**src/rtl/synth_pkg.sv**
```systemverilog
// Shared types and constants for the synth audio datapath.
// Sample and coefficient formats, output clamp limits and the tap
// accumulator state encoding live here so every stage agrees on them.
package synth_pkg;

    localparam int SAMPLE_W  = 24;
    localparam int PRODUCT_W = 2 * SAMPLE_W;

    // Signed two's-complement audio sample.
    typedef logic signed [SAMPLE_W-1:0] sample_t;

    // Signed Q1.23 filter coefficient.
    typedef logic signed [SAMPLE_W-1:0] coeff_t;

    localparam sample_t SAMPLE_MAX = 24'sh7FFFFF;
    localparam sample_t SAMPLE_MIN = 24'sh800000;

    // Frame sequencing states of the tap accumulator.
    typedef enum logic [1:0] {
        TAP_IDLE  = 2'd0,
        TAP_RUN   = 2'd1,
        TAP_FLUSH = 2'd2
    } tap_acc_state_t;

endpackage : synth_pkg

```
**src/rtl/fir_tap_accumulator_if.sv**
```systemverilog
// Tap/result bus between the memory-sequenced FIR filter and the
// multiply-accumulate stage. The filter side is the master: it supplies
// sample/coefficient pairs and receives the finished output sample.
interface fir_tap_accumulator_if;
    import synth_pkg::*;

    sample_t SampleIn;
    coeff_t  CoeffIn;
    logic    TapValid;
    logic    TapFirst;

    sample_t WaveOut;
    logic    WaveValid;
    logic    Saturated;
    logic    FrameError;

    modport master (
        output SampleIn,
        output CoeffIn,
        output TapValid,
        output TapFirst,
        input  WaveOut,
        input  WaveValid,
        input  Saturated,
        input  FrameError
    );

    modport slave (
        input  SampleIn,
        input  CoeffIn,
        input  TapValid,
        input  TapFirst,
        output WaveOut,
        output WaveValid,
        output Saturated,
        output FrameError
    );

endinterface : fir_tap_accumulator_if

```
**src/rtl/round_saturate.sv**
```systemverilog
// Converts a wide fixed-point accumulator back to a 24-bit sample:
// round half up at the coefficient binary point, then clamp to the
// sample range. Purely combinational; the caller registers the result.
module round_saturate
    import synth_pkg::*;
#(
    parameter int ACC_W      = 56,
    parameter int COEFF_FRAC = 23
) (
    input  logic signed [ACC_W-1:0] accIn,
    output sample_t                 result,
    output logic                    clipped
);

    // Half an LSB of the output, added before the arithmetic shift.
    localparam logic signed [ACC_W-1:0] ROUND_BIAS = ACC_W'(64'sd1 <<< (COEFF_FRAC - 1));
    localparam logic signed [ACC_W-1:0] SAT_HI     = ACC_W'(SAMPLE_MAX);
    localparam logic signed [ACC_W-1:0] SAT_LO     = ACC_W'(SAMPLE_MIN);

    logic signed [ACC_W-1:0] biased;
    logic signed [ACC_W-1:0] shifted;

    // Round, shift down to sample scale and clamp to the 24-bit range.
    always_comb begin
        biased  = accIn + ROUND_BIAS;
        shifted = biased >>> COEFF_FRAC;
        result  = shifted[SAMPLE_W-1:0];
        clipped = 1'b0;
        if (shifted > SAT_HI) begin
            result  = SAMPLE_MAX;
            clipped = 1'b1;
        end else if (shifted < SAT_LO) begin
            result  = SAMPLE_MIN;
            clipped = 1'b1;
        end
    end

endmodule : round_saturate

```
**src/rtl/fir_tap_accumulator.sv**
```systemverilog
// Multiply-accumulate stage behind the FIR filter. Accepts one
// sample/coefficient pair per tap, accumulates a frame of TAPS products
// through a three-stage pipeline and emits one rounded, saturated sample
// per frame. A frame-sequencing FSM decides which taps are accepted and
// flags malformed frames; per-tap first/last markers travel down the
// pipeline so overlapping frames drain independently.
module fir_tap_accumulator
    import synth_pkg::*;
#(
    parameter int TAPS       = 256,
    parameter int COEFF_FRAC = 23,
    parameter int ACC_W      = 56
) (
    input  logic                 Clock,
    input  logic                 Reset,
    fir_tap_accumulator_if.slave tapBus
);

    localparam int              CNT_W      = $clog2(TAPS) + 1;
    localparam logic [CNT_W-1:0] LAST_COUNT = CNT_W'(TAPS - 1);
    localparam logic            SINGLE_TAP = (TAPS == 1);

    // Frame sequencing.
    tap_acc_state_t   state;
    logic [CNT_W-1:0] tapCount;
    logic             flushCount;
    logic             frameError;

    // Acceptance decisions for the tap presented this cycle.
    logic tapStart;
    logic tapAccept;
    logic tapFirstAcc;
    logic tapLastAcc;
    logic tapError;

    // Pipeline stage 1: operands.
    sample_t p1Sample;
    coeff_t  p1Coeff;
    logic    p1Valid;
    logic    p1First;
    logic    p1Last;

    // Pipeline stage 2: product.
    logic signed [PRODUCT_W-1:0] p2Product;
    logic                        p2Valid;
    logic                        p2First;
    logic                        p2Last;
    logic signed [ACC_W-1:0]     productExt;

    // Pipeline stage 3: accumulator.
    logic signed [ACC_W-1:0] acc;
    logic                    accLast;

    // Output registers.
    sample_t rsResult;
    logic    rsClipped;
    sample_t waveOut;
    logic    waveValid;
    logic    saturated;

    // Decide whether the current tap is taken, whether it opens or closes a frame, and whether it is an error.
    always_comb begin
        tapStart    = tapBus.TapValid & tapBus.TapFirst;
        tapAccept   = 1'b0;
        tapFirstAcc = 1'b0;
        tapError    = 1'b0;
        case (state)
            TAP_IDLE: begin
                tapAccept   = tapStart;
                tapFirstAcc = tapStart;
            end
            TAP_RUN: begin
                tapAccept   = tapBus.TapValid;
                tapFirstAcc = tapStart;
                tapError    = tapStart;
            end
            TAP_FLUSH: begin
                tapAccept   = tapStart;
                tapFirstAcc = tapStart;
                tapError    = tapBus.TapValid & ~tapBus.TapFirst;
            end
            default: begin
                tapAccept   = 1'b0;
            end
        endcase
        tapLastAcc = tapAccept & (tapFirstAcc ? SINGLE_TAP : (tapCount == LAST_COUNT));
    end

    // Frame FSM: counts accepted taps, holds two drain cycles after the last tap, registers the error pulse.
    always_ff @(posedge Clock or negedge Reset) begin
        if (!Reset) begin
            state      <= TAP_IDLE;
            tapCount   <= '0;
            flushCount <= 1'b0;
            frameError <= 1'b0;
        end else begin
            frameError <= tapError;
            if (tapAccept) begin
                tapCount   <= tapFirstAcc ? CNT_W'(1) : tapCount + 1'b1;
                flushCount <= 1'b0;
                state      <= tapLastAcc ? TAP_FLUSH : TAP_RUN;
            end else if (state == TAP_FLUSH) begin
                if (flushCount) begin
                    state      <= TAP_IDLE;
                    tapCount   <= '0;
                    flushCount <= 1'b0;
                end else begin
                    flushCount <= 1'b1;
                end
            end
        end
    end

    // Stage 1: capture accepted operands together with their frame markers.
    always_ff @(posedge Clock or negedge Reset) begin
        if (!Reset) begin
            p1Sample <= '0;
            p1Coeff  <= '0;
            p1Valid  <= 1'b0;
            p1First  <= 1'b0;
            p1Last   <= 1'b0;
        end else begin
            p1Valid <= tapAccept;
            p1First <= tapFirstAcc;
            p1Last  <= tapLastAcc;
            if (tapAccept) begin
                p1Sample <= tapBus.SampleIn;
                p1Coeff  <= tapBus.CoeffIn;
            end
        end
    end

    // Stage 2: full-precision signed product.
    always_ff @(posedge Clock or negedge Reset) begin
        if (!Reset) begin
            p2Product <= '0;
            p2Valid   <= 1'b0;
            p2First   <= 1'b0;
            p2Last    <= 1'b0;
        end else begin
            p2Valid <= p1Valid;
            p2First <= p1First;
            p2Last  <= p1Valid & p1Last;
            if (p1Valid) begin
                p2Product <= PRODUCT_W'(p1Sample) * PRODUCT_W'(p1Coeff);
            end
        end
    end

    assign productExt = ACC_W'(p2Product);

    // Stage 3: the first tap of a frame loads the accumulator, later taps add to it.
    always_ff @(posedge Clock or negedge Reset) begin
        if (!Reset) begin
            acc     <= '0;
            accLast <= 1'b0;
        end else begin
            accLast <= p2Valid & p2Last;
            if (p2Valid) begin
                acc <= p2First ? productExt : acc + productExt;
            end
        end
    end

    round_saturate #(
        .ACC_W      (ACC_W),
        .COEFF_FRAC (COEFF_FRAC)
    ) u_round_saturate (
        .accIn   (acc),
        .result  (rsResult),
        .clipped (rsClipped)
    );

    // Register the finished sample once the last product of a frame has been accumulated.
    always_ff @(posedge Clock or negedge Reset) begin
        if (!Reset) begin
            waveOut   <= '0;
            waveValid <= 1'b0;
            saturated <= 1'b0;
        end else begin
            waveValid <= accLast;
            if (accLast) begin
                waveOut   <= rsResult;
                saturated <= rsClipped;
            end
        end
    end

    assign tapBus.WaveOut    = waveOut;
    assign tapBus.WaveValid  = waveValid;
    assign tapBus.Saturated  = saturated;
    assign tapBus.FrameError = frameError;

endmodule : fir_tap_accumulator

```
**src/flat_wrapper.sv**
```systemverilog
// flat-port wrapper written by rule: the top's interface ports become plain ports
module fir_tap_accumulator_flat import synth_pkg::*;
#(
    parameter int TAPS       = 256,
    parameter int COEFF_FRAC = 23,
    parameter int ACC_W      = 56
)
  (Clock, Reset, tapBus_SampleIn, tapBus_CoeffIn, tapBus_TapValid, tapBus_TapFirst, tapBus_WaveOut, tapBus_WaveValid, tapBus_Saturated, tapBus_FrameError);
  fir_tap_accumulator_if tapBus_i ();
  input  logic Clock;
  input  logic Reset;
  input wire logic [$bits(tapBus_i.SampleIn)-1:0] tapBus_SampleIn;
  input wire logic [$bits(tapBus_i.CoeffIn)-1:0] tapBus_CoeffIn;
  input wire logic [$bits(tapBus_i.TapValid)-1:0] tapBus_TapValid;
  input wire logic [$bits(tapBus_i.TapFirst)-1:0] tapBus_TapFirst;
  output wire logic [$bits(tapBus_i.WaveOut)-1:0] tapBus_WaveOut;
  output wire logic [$bits(tapBus_i.WaveValid)-1:0] tapBus_WaveValid;
  output wire logic [$bits(tapBus_i.Saturated)-1:0] tapBus_Saturated;
  output wire logic [$bits(tapBus_i.FrameError)-1:0] tapBus_FrameError;
  assign tapBus_i.SampleIn = tapBus_SampleIn;
  assign tapBus_i.CoeffIn = tapBus_CoeffIn;
  assign tapBus_i.TapValid = tapBus_TapValid;
  assign tapBus_i.TapFirst = tapBus_TapFirst;
  assign tapBus_WaveOut = tapBus_i.WaveOut;
  assign tapBus_WaveValid = tapBus_i.WaveValid;
  assign tapBus_Saturated = tapBus_i.Saturated;
  assign tapBus_FrameError = tapBus_i.FrameError;
  fir_tap_accumulator #(.TAPS(TAPS), .COEFF_FRAC(COEFF_FRAC), .ACC_W(ACC_W)) u_core (.Clock(Clock), .Reset(Reset), .tapBus(tapBus_i));
endmodule
```
**config.mk**
```make
export PLATFORM = sky130hd
export DESIGN_NAME = fir_tap_accumulator_flat
export DESIGN_NICKNAME = d
export VERILOG_FILES = /design/src/rtl/synth_pkg.sv /design/src/rtl/fir_tap_accumulator_if.sv /design/src/rtl/round_saturate.sv /design/src/rtl/fir_tap_accumulator.sv /design/src/flat_wrapper.sv
export SDC_FILE = /design/constraint.sdc
export NUM_CORES = 2
export LEC_CHECK = 0
export BUFFER_PORTS_ARGS = -buffer_cell sky130_fd_sc_hd__buf_2
export CAP_MARGIN = 40
export CORE_MARGIN = 4
export CORE_UTILIZATION = 30
export DETAILED_ROUTE_END_ITERATION = 10
export PLACE_DENSITY = 0.44
export SLEW_MARGIN = 20
export SYNTH_ARGS = -nofsm -noshare
export SYNTH_HDL_FRONTEND = slang
export SYNTH_SLANG_ARGS = --single-unit
```
**constraint.sdc**
```tcl
create_clock -name Clock -period 8.3 [get_ports Clock]
set_clock_uncertainty 0.05 [all_clocks]
set_input_delay 0.83 -clock Clock [delete_from_list [all_inputs] [get_ports Clock]]
set_output_delay 0.83 -clock Clock [all_outputs]
set_load 0.02 [all_outputs]
```
==> run metrics <==
status=finished clean; Die Ht=339.1 microns; final number of hold-violating endpoints=0; Ys Warns=0; Final Cycle Share=94.56%; met3 routed WL=between 2 and 2.5 mm; Die W=roughly 340 microns; first-pass GRT wire length=154.0 mm; Critical Path Max Stage Delay=0.78 ns; Initial Utilization=30.22%; FF-to-FF setup slack=0.45 ns; Total GRT Usage=17.08%; WL met1=44.06 mm; synthesized area per cell=8.988 sq um; Buffers & Inverters on Critical Path=5; initial antenna violation count=1; most common cell after layout, fill and taps aside=inv_1; Hold Crit Class=input port to asynchronous set/reset pin; # port buffers=78; Post-synth ARST share=100.0%; RSZ-0062 raised after global routing=no; share of the synthesized area in the top cell type=~37%; number of buffers created by CTS=17; Final min period=roughly 7.8 ns; Mapped Cells=3660; Top cell by count, worst path=fa_1; most frequent cells in the layout=inv_1, fa_1, nand2_1; CTS clock-pin slew for the worst setup and hold paths=about 0.09 ns; Worst Tran Pin Value=0.8170 ns; largest cells by area after synthesis=fa_1, dfrtp_1, inv_1; worst path cell trace=buf_4 -> and2_1 -> fa_1 -> inv_1 -> fa_1 -> inv_1 -> fa_1 -> fa_1 -> fa_1 -> fa_1 -> inv_1 -> fa_1 -> inv_1 -> ha_1 -> nand3_1 -> nor3_1 -> nand4_1 -> nor3_1 -> a211o_1 -> a21oi_4 -> o21ai_1 -> a41o_1 -> nor2_1 -> a311o_1; CP Launch Type=register; Slew Limit Fails=0; post-route setup TNS=0 ns; HPWL after detailed placement=between 70 and 80 mm; H-tree levels=4; Yosys reg bits=198; WP data arrival=8.21 ns; FF-to-FF End=u_core.p2Product[46]$_DFFE_PN0P_; Crit Path Class=register to register; Routed Antenna Nets=0; top cell family by delay on the critical path=adder cells; Rows=121; Final nets=between 4k and 5k; slew margin rel.=45.53%; Syn Std Cell Area=32900 sq um; grt ovf=0; critical path endpoint category=register; Final GP Congestion=0.8091; core region area=108900 sq um; CTS tree=built; Critical Path RT=8.66 ns; I/O pins=79; Crit-path slowest cell=dfrtp_1; CTS Hold Buffers Added=0; r2r worst-path depth=24; post-synth top area cell=fa_1; Post-route DRC=0; Post-synth EDFFs=0; CTS resizes=0; Initial DRC Count=1201; MaxCap Viol Count=0; sequential-to-total area share from yosys stat=15.06%; layout cells sized above 1=6.922%; met2 WL=between 40 and 50 mm; Avg WL per Cell=roughly 19 microns; Vias/cell=4.710; Final setup viols=0; Synth Net Count=4516; worst skew pair latency=0.52 ns; Main synth FF type=dfrtp_1; clock sink count=198; top layer reached by signal wires=met4; CTS max path bufs=2; worst r2r src=u_core.p1Sample[9]$_DFFE_PN0P_; worst-path fanout max=14; Post-Route WL=94.71 mm; via count=24.01k; fmax=127.4 MHz; drt pass-1 iters=5; P&R area growth vs syn=8.345%; die area=115000 sq um; vias in the first global route=26.50k; clock root buffer=clkbuf_16; post-CTS setup buffer count=0; library cells used by synthesis=86; largest net degree at the start of global routing=76; Ant. Diodes=0
## worst max path at each step
stage | start | to | slack [ns] | cells after the start
detailed placement | u_core.p1Coeff[7]$_DFFE_PN0P_ | u_core.p2Product[42]$_DFFE_PN0P_ | 0.36 | 23
CTS | u_core.p1Coeff[7]$_DFFE_PN0P_ | u_core.p2Product[46]$_DFFE_PN0P_ | 0.36 | 23
global route | u_core.p1Sample[6]$_DFFE_PN0P_ | u_core.p2Product[46]$_DFFE_PN0P_ | 0.005 | 24
floorplan | u_core.p1Coeff[6]$_DFFE_PN0P_ | u_core.p2Product[45]$_DFFE_PN0P_ | 1.06 | 26
global placement | u_core.p1Coeff[11]$_DFFE_PN0P_ | u_core.p2Product[44]$_DFFE_PN0P_ | 0.32 | 23
finish | u_core.p1Sample[9]$_DFFE_PN0P_ | u_core.p2Product[46]$_DFFE_PN0P_ | 0.45 | 24
## cell usage after synthesis, types with 4 or more instances
cell type and instances:
a221o_1 4, inv_1 660, mux2i_1 6, nor3b_1 5, and2_1 265, a31o_2 4, nand3_1 37, or3_1 13
o21ai_0 67, o21a_1 12, clkbuf_1 147, buf_2 6, ha_1 196, o211ai_1 10, xor2_1 41, nor3_1 22
o22ai_1 5, o21bai_1 23, o21ai_1 17, o221ai_1 4, a21o_1 65, nand2b_1 18, a21oi_1 171, a31oi_1 31
a41oi_1 4, or4_1 5, o31ai_1 6, nand4_1 25, buf_4 4, and3_1 24, buf_1 8, a211oi_1 6
and4_1 5, mux2_2 35, xnor2_1 80, nand2_1 580, dfrtp_1 198, nor2b_1 9, nor2_1 161, fa_1 608
## routing by layer
metal | vias to the layer above | track usage [%]
met5 | - | 0
met4 | 0 | 4.713
met3 | 100 | 2.088
met2 | 291 | 29.25
met1 | 12283 | 22.80
li1 | 11338 | -
## cells by family (layout without fill, tap and decap cells)
group / count (synthesis) / after routing / share of synthesized area [%]
fa+ha+maj: 804 / 804 / 44.46
mux: 42 / 42 / 1.426
xor+xnor: 121 / 121 / 3.222
flops: 198 / 198 / 15.06
compound gates: 473 / 473 / 9.110
simple gates: 1191 / 1191 / 17.07
buf+inv: 831 / 855 / 9.650
## through the flow
stage	hold WS, ns	util (%)	area [sq um]	setup slack (ns)	std cells
floorplan	0.2812	-	32900	1.064	3660
global placement	0.2843	32.13	34980	0.3232	5061
detailed placement	0.2879	32.15	34990	0.3612	5063
CTS	0.1337	32.69	35580	0.3639	5095
global route	0.1551	32.74	35640	0.004567	5098
finish	0.1667	32.74	35640	0.4518	5098
## state kept, by name, summed over array words and instances (netlist names)
name                      flops
u_core.tapBus.WaveOut        24
u_core.tapBus.Saturated       1
u_core.state                  2
u_core.acc                   56
u_core.p2Valid                1
u_core.tapBus.FrameError      1
u_core.flushCount             1
u_core.p1First                1
u_core.p2First                1
u_core.p1Valid                1
u_core.p1Sample              24
u_core.p1Last                 1
u_core.p2Product             48
u_core.tapCount               9
u_core.p1Coeff               24
u_core.tapBus.WaveValid       1
u_core.p2Last                 1
u_core.accLast                1
## area by class of cell
cell class                 count  area (sq um)
clock buffer                  20         446.7
clock inverter                12         140.1
fill                       11558         73210
inverter                     662          2485
multi-input combinational   2631         24780
sequential                   198          4960
tap                         1414          1769
timing repair buffer         161          1062
## worst register-to-register path, cell delays in order, from the launching register on
cell	delay, ns
dfrtp_1	0.78
buf_4	0.32
and2_1	0.17
fa_1	0.41
inv_1	0.08
fa_1	0.40
inv_1	0.08
fa_1	0.44
fa_1	0.59
fa_1	0.45
fa_1	0.49
inv_1	0.05
fa_1	0.53
inv_1	0.04
ha_1	0.40
nand3_1	0.21
nor3_1	0.48
nand4_1	0.14
nor3_1	0.33
a211o_1	0.32
a21oi_4	0.12
o21ai_1	0.20
a41o_1	0.32
nor2_1	0.08
a311o_1	0.27
Power is not shown: default switching activity piles up to over one toggle a cycle in this logic, so the estimate is an artifact.
